$ cat src/rtl/pipe_stage_reg.sv
// -----------------------------------------------------------------------------
// pipe_stage_reg
//
// Elastic pipeline register for an inter-stage boundary (IF/ID, ID/EX, EX/MEM,
// MEM/WB). It carries a payload, a control word and a monitor commit bit.
// Transfers use a valid/ready handshake.
//
// A two-entry buffer holds the entries:
//   - Main slot M drives out_*.
//   - Skid slot S catches the entry accepted in the cycle that downstream
//     stalls.
// Because of the skid slot, in_ready is a plain register (in_ready == S empty)
// with no combinational path from out_ready.
//
// Flush squashes every entry that is still held after the clock edge, plus
// any entry accepted in the same cycle. The effect depends on FLUSH_MODE:
//   - 0: drop the entries.
//   - 1: keep the entries as bubbles (ctrl = NOP_CTRL, data = 0, commit = 0).
//
// Parameters:
//   DATA_W      payload width
//   CTRL_W      control word width
//   NOP_CTRL    control word of a bubble; also the reset value of ctrl
//   FLUSH_MODE  0 = drop flushed entries, 1 = convert them to bubbles
//
// Ports:
//   clk         clock, rising edge
//   rst         synchronous active-low reset
//   in_valid    upstream entry present
//   in_ready    stage can accept (registered, == skid slot empty)
//   in_data     upstream payload
//   in_ctrl     upstream control word
//   in_commit   upstream monitor commit bit
//   flush       squash held entries and any entry accepted this cycle
//   out_valid   head entry present
//   out_ready   downstream accepts the head
//   out_data    head payload
//   out_ctrl    head control word
//   out_commit  head commit bit
//   occupancy   number of held entries (0..2)
// -----------------------------------------------------------------------------
module pipe_stage_reg #(
  parameter int unsigned        DATA_W     = 96,
  parameter int unsigned        CTRL_W     = 48,
  parameter logic [CTRL_W-1:0]  NOP_CTRL   = '0,
  parameter bit                 FLUSH_MODE = 1'b1
) (
  input  logic              clk,
  input  logic              rst,
  input  logic              in_valid,
  output logic              in_ready,
  input  logic [DATA_W-1:0] in_data,
  input  logic [CTRL_W-1:0] in_ctrl,
  input  logic              in_commit,
  input  logic              flush,
  output logic              out_valid,
  input  logic              out_ready,
  output logic [DATA_W-1:0] out_data,
  output logic [CTRL_W-1:0] out_ctrl,
  output logic              out_commit,
  output logic [1:0]        occupancy
);

  typedef struct packed {
    logic              valid;
    logic [DATA_W-1:0] data;
    logic [CTRL_W-1:0] ctrl;
    logic              commit;
  } slot_t;

  localparam slot_t EMPTY_SLOT = '{valid: 1'b0, data: '0, ctrl: NOP_CTRL, commit: 1'b0};

  slot_t m_q, m_d;
  slot_t s_q, s_d;
  slot_t in_entry;
  logic  in_ready_q, in_ready_d;
  logic  in_fire, out_fire;

  // Apply a flush to one next-state slot.
  function automatic slot_t squash(input slot_t e);
    slot_t r;
    r = e;
    if (FLUSH_MODE) begin
      if (e.valid) begin
        r.data   = '0;
        r.ctrl   = NOP_CTRL;
        r.commit = 1'b0;
      end
    end else begin
      r.valid  = 1'b0;
      r.commit = 1'b0;
    end
    return r;
  endfunction

  assign in_fire  = in_valid & in_ready_q;
  assign out_fire = m_q.valid & out_ready;

  always_comb begin
    // NOTE: every variable written here gets a default first, so a path that
    // misses an assignment holds the register value instead of inferring a latch.
    in_entry = '{valid: 1'b1, data: in_data, ctrl: in_ctrl, commit: in_commit};
    m_d      = m_q;
    s_d      = s_q;

    if (!m_q.valid || (out_fire && !s_q.valid)) begin
      // Main slot is free, or it is being emptied with nothing waiting behind it.
      if (in_fire) begin
        m_d = in_entry;
      end else begin
        m_d.valid = 1'b0;
      end
    end else if (out_fire) begin
      // Head popped while the skid slot is full: promote the skid slot.
      // in_ready is low in this state, so nothing is accepted concurrently.
      m_d       = s_q;
      s_d.valid = 1'b0;
    end else if (in_fire) begin
      // Head stalled: the accepted entry lands in the skid slot.
      s_d = in_entry;
    end

    // The next-state slots contain exactly the entries that survive the edge.
    // A head popped this cycle is already gone, so it leaves unmodified.
    if (flush) begin
      m_d = squash(m_d);
      s_d = squash(s_d);
    end

    if (!m_d.valid) m_d.commit = 1'b0;
    if (!s_d.valid) s_d.commit = 1'b0;

    in_ready_d = !s_d.valid;
  end

  always_ff @(posedge clk) begin
    // NOTE: all state uses non-blocking assignments, so every register samples
    // values from before the edge regardless of statement order.
    if (!rst) begin
      // NOTE: the payload registers are reset too, because out_data and out_ctrl
      // have defined values (0 / NOP_CTRL) after reset.
      m_q        <= EMPTY_SLOT;
      s_q        <= EMPTY_SLOT;
      in_ready_q <= 1'b1;
    end else begin
      m_q        <= m_d;
      s_q        <= s_d;
      in_ready_q <= in_ready_d;
    end
  end

  assign in_ready   = in_ready_q;
  assign out_valid  = m_q.valid;
  assign out_data   = m_q.data;
  assign out_ctrl   = m_q.ctrl;
  assign out_commit = m_q.commit;
  assign occupancy  = {1'b0, m_q.valid} + {1'b0, s_q.valid};

endmodule

$ cat config.mk
export PLATFORM = sky130hd
export DESIGN_NAME = pipe_stage_reg
export DESIGN_NICKNAME = d
export VERILOG_FILES = /design/src/rtl/pipe_stage_reg.sv
export SDC_FILE = /design/constraint.sdc
export NUM_CORES = 1
export LEC_CHECK = 0
export ABC_CLOCK_PERIOD_IN_PS = 1600
export BUFFER_PORTS_ARGS = -buffer_cell sky130_fd_sc_hd__buf_2
export CAP_MARGIN = 0
export CORE_MARGIN = 2
export CORE_UTILIZATION = 44
export DETAILED_ROUTE_END_ITERATION = 7
export PLACE_DENSITY = 0.66
export SYNTH_ARGS = -nofsm -noshare
export SYNTH_HDL_FRONTEND = slang
export SYNTH_SLANG_ARGS = --single-unit
export TNS_END_PERCENT = 1
$ cat constraint.sdc
create_clock -name clk -period 1.6 [get_ports clk]
set_input_delay 0.08 -clock clk [delete_from_list [all_inputs] [get_ports clk]]
set_output_delay 0.08 -clock clk [all_outputs]
set_load 0.005 [all_outputs]
==> results.toml <==
[drt]
wl_microns = 33240
drt-initial-drc-count = 680
drtAntennaViolNets = 0
wl_per_cell_microns = 16.25
drc_errors = 0
first_pass_iters = 6
vias = 10782
via_per_inst = 5.272

[grt]
grt_use_total_pct = 24.55
grt_max_degree = 78
grt_remaining_overflow = 0
grt_pass1_wl_microns = 52790
antenna_found_initial = 0
grt_pass1_vias = 10636

[clocking]
cts_tree = "done"
clock-sinks = 293
clockBufferDepth = 3
clkLatencyLatePin_ps = 530
cts_buffers = 30
htree_levels = 1
clkTransAtPathRegs_ps = 60
cts_root_buffer = "clkbuf_16"

[sta]
worst_pin_slew_ps = 397.9
hold_violations = 0
slew_violations = 0
timing.fmax_ghz = 0.6393
setup_viol = 0
rsz0062_at_grt = "true"
slew_headroom_pct = 73.47
layout_min_cycle_time_ps = 1564
fin_crit_sh_pct = 97.77
clock_skew_ps = 7.699
finalSetupTns_ps = 0
post-route-worst-setup-slack_ps = 35.75
fin_hold_ws_ps = 46.35

[floorplanning]
start_util_pct = 45.18
core_sq_um = 23610
die-area_sq_um = 25510
fp.dieW_microns = 159.7
die_y_microns = 159.7
rows = 56
boundaryPins = 299

[finish]
multi_input_area_sq_um = 4344
fillers = 1980
final_nets = 1856
drive_gt1_share_pct = 22.94
ff_latch_area_sq_um = 5868
antennaDiodeCount = 0
area_growth_pct = 42.20
final-instance-count-excl-fill = 2045

[place]
hpwl_microns = 19320
place_congestion = 0.7753
pre_cts_slack_ps = 81.05
io_buffers = 298
post-place-cells = 1841

[critical_path]
rrSetupSlack_ps = 90
cp.required_ps = 1520
endpoint_kind = "output pin"
r2r-start = "out_valid"
critical_path_class = "reg -> out"
cp-start-kind = "register"
arrival_ps = 1480
setup.worst_path.start = "out_valid"
worstPathMaxFanout = 6

[synth]
yosys-top-cells-count = "nand2_1 (435), dfxtp_1 (293), a21oi_1 (290)"
synth_nets = 1442
synthFlopType = "dfxtp_1"
netlist.area_leader.share_pct = 54.98
seq_area_frac_synth_pct = 54.98
netlist_area_sq_um = 10670
syn_area_per_cell_sq_um = 8.263
synth_seq_cells = 293
synth_cell_types = 23
yosysTopAreaCell = "dfxtp_1"
yosysMostFrequentCell = "nand2_1"
synthTopCellsByArea = "dfxtp_1 (55%), nand2_1 (15%), a21oi_1 (14%)"
synthArstFlopShare_pct = 0
yosysWarnings = 0
synth_edf_count = 0
netlist_instances = 1291

[power]
powerDensity_nw_per_um2 = 1087
power.clock.fraction_pct = 40.8
p_int_mw = 12.45
ir_worst_vdd_uv = 831.5
switching_share_pct = 24.52
leakage_nw = 6.076
p_switching_mw = 4.043
seq_power_share_pct = 46.9
power_frac_comb_pct = 12.3

[hold_path]
worst_hold_path_type = "in -> reg"
min_from = "in_valid"

[status]
status = "completed"

[flow_run]
cap_viol_max_count = 0
==> layout by cell type, fill, tap and decap left out, types with 5 or more instances in the layout <==
master	synthesis	routed
a21oi_1	290	290
clkbuf_16	0	32
clkinv_2	0	7
a22oi_1	145	144
dlygate4sd3_1	0	148
clkbuf_1	48	9
clkbuf_8	0	5
dfxtp_1	293	291
buf_12	0	22
buf_2	50	298
buf_4	7	20
nand2_1	435	435
==> flip-flops by register name (all words and copies together) (netlist names) <==
signal      count
in_ready        1
out_commit      1
out_ctrl       48
out_data       96
out_valid       1
s_q           146
==> final timing paths <==
kind | endpoint | depth (start not counted)
worst max register to register | s_q[32] | 5
worst min register to register | s_q[47] | 2
worst max-delay path | occupancy[0] | 3
worst min-delay path | in_ready | 4
==> metrics by stage <==
stage	utilization, %	area (sq um)	power (mW)
6_report	64.24	15170	16.49
5_1_grt	64.24	15170	17.10
4_1_cts	64.02	15120	16.55
3_5_place_dp	53.74	12690	9.580
3_3_place_gp	53.74	12690	9.560
2_1_floorplan	-	10670	8.710
==> logic make-up after synthesis <==
group / count (synthesis) / synth area share, %
buf+inv: 111 / 4.738
fa+ha+maj: 1 / 0.1173
flops: 293 / 54.98
compound gates: 441 / 24.27
simple gates: 444 / 15.80
mux: 1 / 0.09383
==> critical path: stages (launching register included) <==
cell,delay [ps]
dfxtp_2,350
buf_4,140
ha_1,310
buf_2,150
==> area by class of cell <==
| cell class | instances | area share (%) |
|---|---|---|
| clock buffer | 45 | 5.790 |
| tap | 319 | 2.631 |
| clock inverter | 8 | 0.4289 |
| inverter | 3 | 0.07423 |
| timing repair buffer | 490 | 23.75 |
| sequential | 293 | 38.68 |
| multi-input combinational | 887 | 28.64 |
==> routing by layer <==
metal / wire (microns) / GRT usage [%] / up-vias
met3: 2632 / 5.377 / 72
met1: 13850 / 30.93 / 5056
met4: 861 / 7.273 / 0
met5: 0 / 0 / -
met2: 15900 / 42.19 / 422
li1: - / - / 5232
==> what timing repair did <==
action	CTS	global route
endpoints found under the hold margin	293	0
buffers inserted	0	2
endpoints found under the setup margin	1	28
pin swaps	0	1
cloned	0	1
gates resized for setup	1	4
hold buffers	148	0
==> power by group through the flow <==
stage	Sequential [mW]	Combinational (mW)	Clock, mW
after floorplan	7.89	0.818	0
after global placement	7.89	1.67	0
after detailed placement	7.89	1.69	0
after CTS	7.74	1.98	6.84
after global routing	7.77	2.20	7.14
final	7.74	2.02	6.73
(Power assumes the default switching activity.)
